[config.mk]
export PLATFORM = sky130hd
export DESIGN_NAME = call_stack
export DESIGN_NICKNAME = d
export VERILOG_FILES = /design/src/rtl/call_stack.sv
export SDC_FILE = /design/constraint.sdc
export NUM_CORES = 1
export LEC_CHECK = 0
export ABC_AREA = 1
export CORE_ASPECT_RATIO = 0.75
export CORE_MARGIN = 2
export CORE_UTILIZATION = 40
export CTS_CLUSTER_DIAMETER = 30
export DETAILED_ROUTE_END_ITERATION = 7
export GPL_ROUTABILITY_DRIVEN = 0
export PLACE_DENSITY = 0.61
export SLEW_MARGIN = 20
export SYNTH_ARGS = -nofsm -noshare
export SYNTH_HDL_FRONTEND = slang
export SYNTH_SLANG_ARGS = --single-unit
[constraint.sdc]
create_clock -name i_clk -period 3.3 [get_ports i_clk]
set_clock_uncertainty 0.15 [all_clocks]
set_input_delay 0.66 -clock i_clk [delete_from_list [all_inputs] [get_ports i_clk]]
set_output_delay 0.66 -clock i_clk [all_outputs]
set_load 0.01 [all_outputs]
[src/rtl/call_stack.sv]
// Hardware LIFO return-address stack for the FRANK6000 core: push on CALL, pop on RET.
// Optional build macro CALL_STACK_WRAP_EN makes a push while full overwrite the oldest entry.
module call_stack #(
  parameter int WIDTH = 8,
  parameter int DEPTH = 8,
  parameter int AW    = 3
) (
  input  logic             i_clk,
  input  logic             i_rst,
  input  logic             i_push,
  input  logic             i_pop,
  input  logic [WIDTH-1:0] i_D,
  input  logic             i_clr_err,
  output logic [WIDTH-1:0] o_Q,
  output logic [AW:0]      or_count,
  output logic             or_empty,
  output logic             or_full,
  output logic             or_err
);

  localparam logic [AW:0] FULL_COUNT = (AW+1)'(DEPTH);

  logic [WIDTH-1:0] mem [DEPTH];
  logic [AW-1:0]    base;

  logic [AW-1:0]    top_idx;
  logic [AW-1:0]    push_slot;
  logic [AW-1:0]    base_next;
  logic [AW:0]      count_next;
  logic [AW-1:0]    wr_addr;
  logic             wr_en;
  logic             err_set;
  logic             err_next;

  // Slot arithmetic is AW bits wide so it wraps modulo DEPTH for free.
  assign top_idx   = base + or_count[AW-1:0] - AW'(1);
  assign push_slot = base + or_count[AW-1:0];

  // NOTE: every output of this block gets a default first, so no path can infer a latch.
  always_comb begin
    count_next = or_count;
    base_next  = base;
    wr_en      = 1'b0;
    wr_addr    = push_slot;
    err_set    = 1'b0;
    unique case ({i_push, i_pop})
      2'b10: begin
        if (!or_full) begin
          wr_en      = 1'b1;
          count_next = or_count + (AW+1)'(1);
        end else begin
`ifdef CALL_STACK_WRAP_EN
          // When full, push_slot equals base: the oldest entry is overwritten and
          // base advances, so the new value becomes the top.
          wr_en     = 1'b1;
          base_next = base + AW'(1);
`else
          err_set   = 1'b1;
`endif
        end
      end
      2'b01: begin
        if (!or_empty) count_next = or_count - (AW+1)'(1);
        else           err_set    = 1'b1;
      end
      2'b11: begin
        // Tail call: replace the top in place, or behave as a plain push when empty.
        wr_en = 1'b1;
        if (or_empty) count_next = (AW+1)'(1);
        else          wr_addr    = top_idx;
      end
      default: ;
    endcase
    err_next = err_set | (or_err & ~i_clr_err);
  end

  // NOTE: sequential state uses non-blocking assignments so every register samples pre-edge values.
  always_ff @(posedge i_clk or negedge i_rst) begin
    if (!i_rst) begin
      base     <= '0;
      or_count <= '0;
      or_empty <= 1'b1;
      or_full  <= 1'b0;
      or_err   <= 1'b0;
    end else begin
      base     <= base_next;
      or_count <= count_next;
      or_empty <= (count_next == '0);
      or_full  <= (count_next == FULL_COUNT);
      or_err   <= err_next;
    end
  end

  // NOTE: the storage array has no reset; slots are only read once written, so they need none.
  always_ff @(posedge i_clk) begin
    if (wr_en && i_rst) mem[wr_addr] <= i_D;
  end

  assign o_Q = or_empty ? '0 : mem[top_idx];

  a_flags_exclusive: assert property (@(posedge i_clk) disable iff (!i_rst)
    !(or_empty && or_full));
  a_count_bound: assert property (@(posedge i_clk) disable iff (!i_rst)
    or_count <= FULL_COUNT);
  a_empty_tracks_count: assert property (@(posedge i_clk) disable iff (!i_rst)
    or_empty == (or_count == '0));

endmodule

==> After elaboration in Yosys (flattened, before gate mapping) <==
Memories as Yosys holds them, arrays and structs flattened.
Cells that the tools add are included.
{ "totals": {"regBits": 7, "mem_bits_rw": 64, "in_bits": 13, "out_inout_bits": 15, "elab_cells": 31, "mem_count": 1} }
{ "memory_table": {"columns": ["memory", "depth", "width", "read_ports", "rd_clocked_by_memory_dff", "wr", "line", "rtl"], "rows": [
  ["mem", 8, 8, 1, 0, 1, "23", "logic [WIDTH-1:0] mem [DEPTH];"]
]} }
{ "op_classes": {"addsub": 3, "n_eq_ne": 4, "n_mux": 14, "bitwise": 3, "n_reduce_logical": 2} }
{ "op_table": {"columns": ["op", "n"], "rows": [
  ["$mux W4", 3],
  ["$pmux W4 S3", 1],
  ["$mux W8", 1],
  ["$mux W3", 2],
  ["$mux W1", 5],
  ["$add A4 B1 Y4 const B", 1],
  ["$eq A2 B2 Y1 const B", 2],
  ["$eq A4 B4 Y1 const B", 1],
  ["$logic_not A4 Y1", 1],
  ["$pmux W1 S2", 2],
  ["$sub A4 B1 Y4 const B", 1],
  ["$sub A3 B1 Y3 const B", 1],
  ["$eq A2 B1 Y1 const B", 1],
  ["$and A1 B1 Y1", 1],
  ["$logic_and A1 B1 Y1", 1],
  ["$not A1 Y1", 1],
  ["$or A1 B1 Y1", 1]
]} }

==> Logic depth before layout (Yosys ltp) <==
{ "depth": {"ltp_word": 5, "mapped_depth": 13, "ltp_nobuf": 11} }

==> Worst setup path before layout <==
No wires, ideal clock.
{ "synth_path": {"path_type": "flip-flop to output port", "start": "register or_count[0]", "end": "output port o_Q[3]", "arrival_ns": 1.804, "required_ns": 2.490, "setup_slack_ns": 0.686, "stages_incl_launch_ff": 12, "n_path_buf": 4, "cell_sequence": "dfrtp_1 > buf_6 > inv_6 > buf_6 > ha_1 > buf_4 > buf_4 > nor2_1 > o21ai_1 > o21ai_1 > nand2_1 > a21oi_1"} }
{ "synth_via": {"elab_chain_len": 3} }
{ "synth_lines": {"columns": ["item", "line", "rtl"], "rows": [
  ["from (decl)", "15", "output logic [AW:0] or_count,"],
  ["from (signal assigned)", "87", "or_count <= count_next;"],
  ["$sub A3 B1 Y3", "36", "assign top_idx = base + or_count[AW-1:0] - AW'(1);"],
  ["$mem_v2 Z8 W8", null, null],
  ["$mux W8", "99", "assign o_Q = or_empty ? '0 : mem[top_idx];"],
  ["to (decl)", "14", "output logic [WIDTH-1:0] o_Q,"]
]} }
No other way between the ends.

==> Worst setup path after layout <==
Same ends and word-level chain as after synthesis.

==> run summary <==
The largest fanout of any net on the critical path came out at 35. The run gives 0.04603 as the met3 track utilization from global routing. The die is 82.01 um tall. Power density over the cells: 887.0 nW/um2. The run gives 820 ps as the slack of the worst reg-to-reg path. Among all stages on the critical path, the largest delay is contributed by clkdlybuf4s50_1. The H-tree was split into 3 levels. Total count of max-transition violations in the final report: 0. The root buffer cell chosen for the clock tree is clkbuf_8. For this run, design rule violations remaining after detail routing come to 0.

The tightest slew margin relative to the limit was 0.7173. Traced cell by cell, the critical path runs through inv_6, ha_1, buf_12, nor2_1, o21ai_1, o21ai_1, nand2_1, a21oi_1, clkdlybuf4s50_1. STA classifies the critical path endpoint as a primary output.

Type of the worst min-delay path: reg2reg. At the later pin of the worst-skew pair, clock insertion delay measures 340 ps. The total congestion overflow was 0. Sequential cell area fraction in the yosys report: 0.6465. Total global-route track usage: 0.1759. At the pin with the least slew margin, the transition time is 424.0 ps. The share of cells above drive strength 1 was 0.1333. The number of top-level pins was 28; the post-synthesis compound-gate area fraction was 0.1006.

In this design, the critical path's most frequently occurring cell is o21ai_1. After detailed routing, the average wire length per cell comes to 15.08 um. The HPWL after detailed placement is 4.574 mm.

Synthesis inferred 71 register bits. Static timing analysis puts the maximum clock frequency at 317.0 MHz. The tools report the element type at the critical path start as a register. The worst-case IR drop observed on VDD is 0.0003382 V. On the final layout, the worst hold slack is 390.8 ps. In this run the deepest clock path goes through 2 buffers.

Counting flops with a built-in enable in the synthesized netlist gives 64. The number of antenna violations at the first check in global routing came out at 0. After the first detailed-routing iteration, the DRC count stood at 121. The post-route clock period utilization came out at 0.9559. 0 antenna diodes ended up in the layout. During synthesis, Yosys emitted a total of 0 warnings. The cell area that synthesis handed to floorplanning was 3246 um2. Synthesis produced 307 cells. Clock tree synthesis inserted a total of 9 buffers. Yosys attributes the largest share of cell area to edfxtp_1, nor2_1, o21ai_0. The tools report the number of maximum-capacitance violations as 0.

The first global-routing pass estimated 11.24 mm of wire. Row generation in the floorplan step produced 28 rows. The count of buffers from port buffering works out to 27.

In the final layout, the multi-input gates occupy 954.7 um2. The run gives 0.5017 as the fraction of the core area covered by cells at the end of the flow. Average footprint of a synthesized cell: 10.57 um2. The routed layout has 2251 vias. The run finished with clean final reports.

Final hold violation count: 0. TritonCTS built the clock tree. Synthesized-area fraction occupied by adder cells: 0.02699. The critical path is of the reg2out type. For the CTS sink count, the log shows 71. Setup violations remaining at the end of the flow were counted as 0.

On the worst path, the slowest cell contributes a delay of 550 ps. The vias per cell is 4.841. For this run, the post-layout net count is 375.

The most used flip-flop cell after synthesis is edfxtp_1. The x dimension of the die is 108.0 um, and the distinct cell type count after synthesis is 25. The logs give 2490 ps for the critical path data required time and 0.001581 uW for the static leakage. The number of hold-repair buffers added at the cts stage was 0. The minimum clock period after layout came out at 3155 ps. The proportion of register bits with asynchronous set or reset after synthesis came out at 0.09859. The clock-pin transition on the worst setup and hold timing paths came out at 70 ps. For the via count of the first global-routing pass, the log shows 2141. The most common cell after layout, fill and taps aside is nor2_1. The count of TritonRoute iterations in the first routing pass was 4.

The die covers 8858 um2. Summing all flip-flop and latch instances after layout gives 2098 um2. The share of synthesized cell area in and, or, nand and nor gates was 0.1665; the met2 routing resource usage after global routing was 0.2667. The area growth from synthesis to layout is 21.86%. After global routing, the most crowded layer is met2.

By area, the combinational part of the netlist is dominated by simple AND/OR/NAND/NOR gates. The routed wire length is 7.012 mm, and the initial standard-cell utilization of the core is 0.4117. The met1 usage in global routing was 0.2425; the fraction of post-synthesis cell area in the top cell type by area was 0.5921.

The multiplexer fraction of the synthesized cell area came out at 0. The run gives 2340 ps as the arrival time of data at the critical path endpoint. Of all cell types, the one taking the most synthesized area is edfxtp_1.

The number of nets with antenna violations after routing is 0. The top cell types in the final layout, fill and taps aside, are nor2_1, edfxtp_1, nand2_1, o21ai_0, o21ai_1. Xor/xnor share of the synthesized area: 0.

Synthesis produced a netlist with a net count of 327. The logs give 7883 um2 for the placeable core region and 714 for the layout filler cell count. Entering global routing, the biggest net connects 38 pins.
per-layer routing:
| metal | wire, um | up-vias |
|---|---|---|
| li1 | - | 1136 |
| met1 | 3317 | 1057 |
| met2 | 3203 | 51 |
| met3 | 408 | 7 |
| met4 | 83 | 0 |
| met5 | 0 | - |
worst max-delay path, delay by kind of cell, from the launching register on:
family	cells	cell delay (ps)
flops	1	420
compound gates	3	310
buf+inv	3	770
fa+ha+maj	1	330
simple gates	2	170
cells by family (layout without fill, tap and decap cells):
| family | Yosys count | after routing |
|---|---|---|
| simple gates | 131 | 131 |
| fa+ha+maj | 7 | 7 |
| buf+inv | 34 | 87 |
| flops | 71 | 71 |
| compound gates | 64 | 64 |
repair_timing:
item                                   CTS  global route
gates resized for setup                  1             8
setup endpoints to repair                4             8
setup buffers                            0             0
endpoints found under the hold margin    0             0
through the flow:
stage	total power [uW]	TNS [ps]	instances	cell area (um2)	setup slack (ps)
after global placement	2765	0	449	3715	412.2
final	3508	0	465	3955	145.5
after CTS	3545	0	465	3931	61.54
after global routing	3784	-2.855	465	3955	-2.855
after floorplan	2203	0	307	3246	685.8
after detailed placement	2783	0	449	3715	377.2
power breakdown:
group	switching, uW	total (uW)	internal (uW)
Sequential	63.4	1130	1070
Clock	314	737	423
Combinational	972	1640	669
Total	1350	3510	2160
Yosys cell counts, types with 2 or more instances:
| cell | count |
|---|---|
| o21ai_0 | 36 |
| ha_1 | 7 |
| buf_6 | 4 |
| buf_4 | 5 |
| buf_2 | 3 |
| nand2_2 | 2 |
| nor2_1 | 71 |
| inv_6 | 2 |
| nand2_4 | 2 |
| nand2_1 | 44 |
| a21oi_1 | 4 |
| inv_1 | 18 |
| edfxtp_1 | 64 |
| dfrtp_1 | 6 |
| o21ai_1 | 22 |
| nand3_1 | 8 |
worst paths after layout:
check                            startpoint        end  cells past startpoint
worst max-delay path            or_count[0]     o_Q[3]                      9
worst min-delay path                 or_err     or_err                      2
worst max register to register  or_count[0]  mem[3][6]                      7
worst min register to register       or_err     or_err                      2
max in group asynchronous             i_rst   or_empty                      2
min in group asynchronous             i_rst     or_err                      2
flip-flops by register name, summed over array words and instances (netlist names):
register / count
or_count: 4
or_empty: 1
or_full: 1
mem: 64
or_err: 1
cell type report:
type | instances | area share
inverter | 22 | 0.02404
clock inverter | 6 | 0.02151
multi-input combinational | 202 | 0.2414
sequential | 71 | 0.5305
timing repair buffer | 49 | 0.1171
tap | 105 | 0.03322
clock buffer | 10 | 0.03227
No activity file was read; power rests on OpenSTA's default activity.
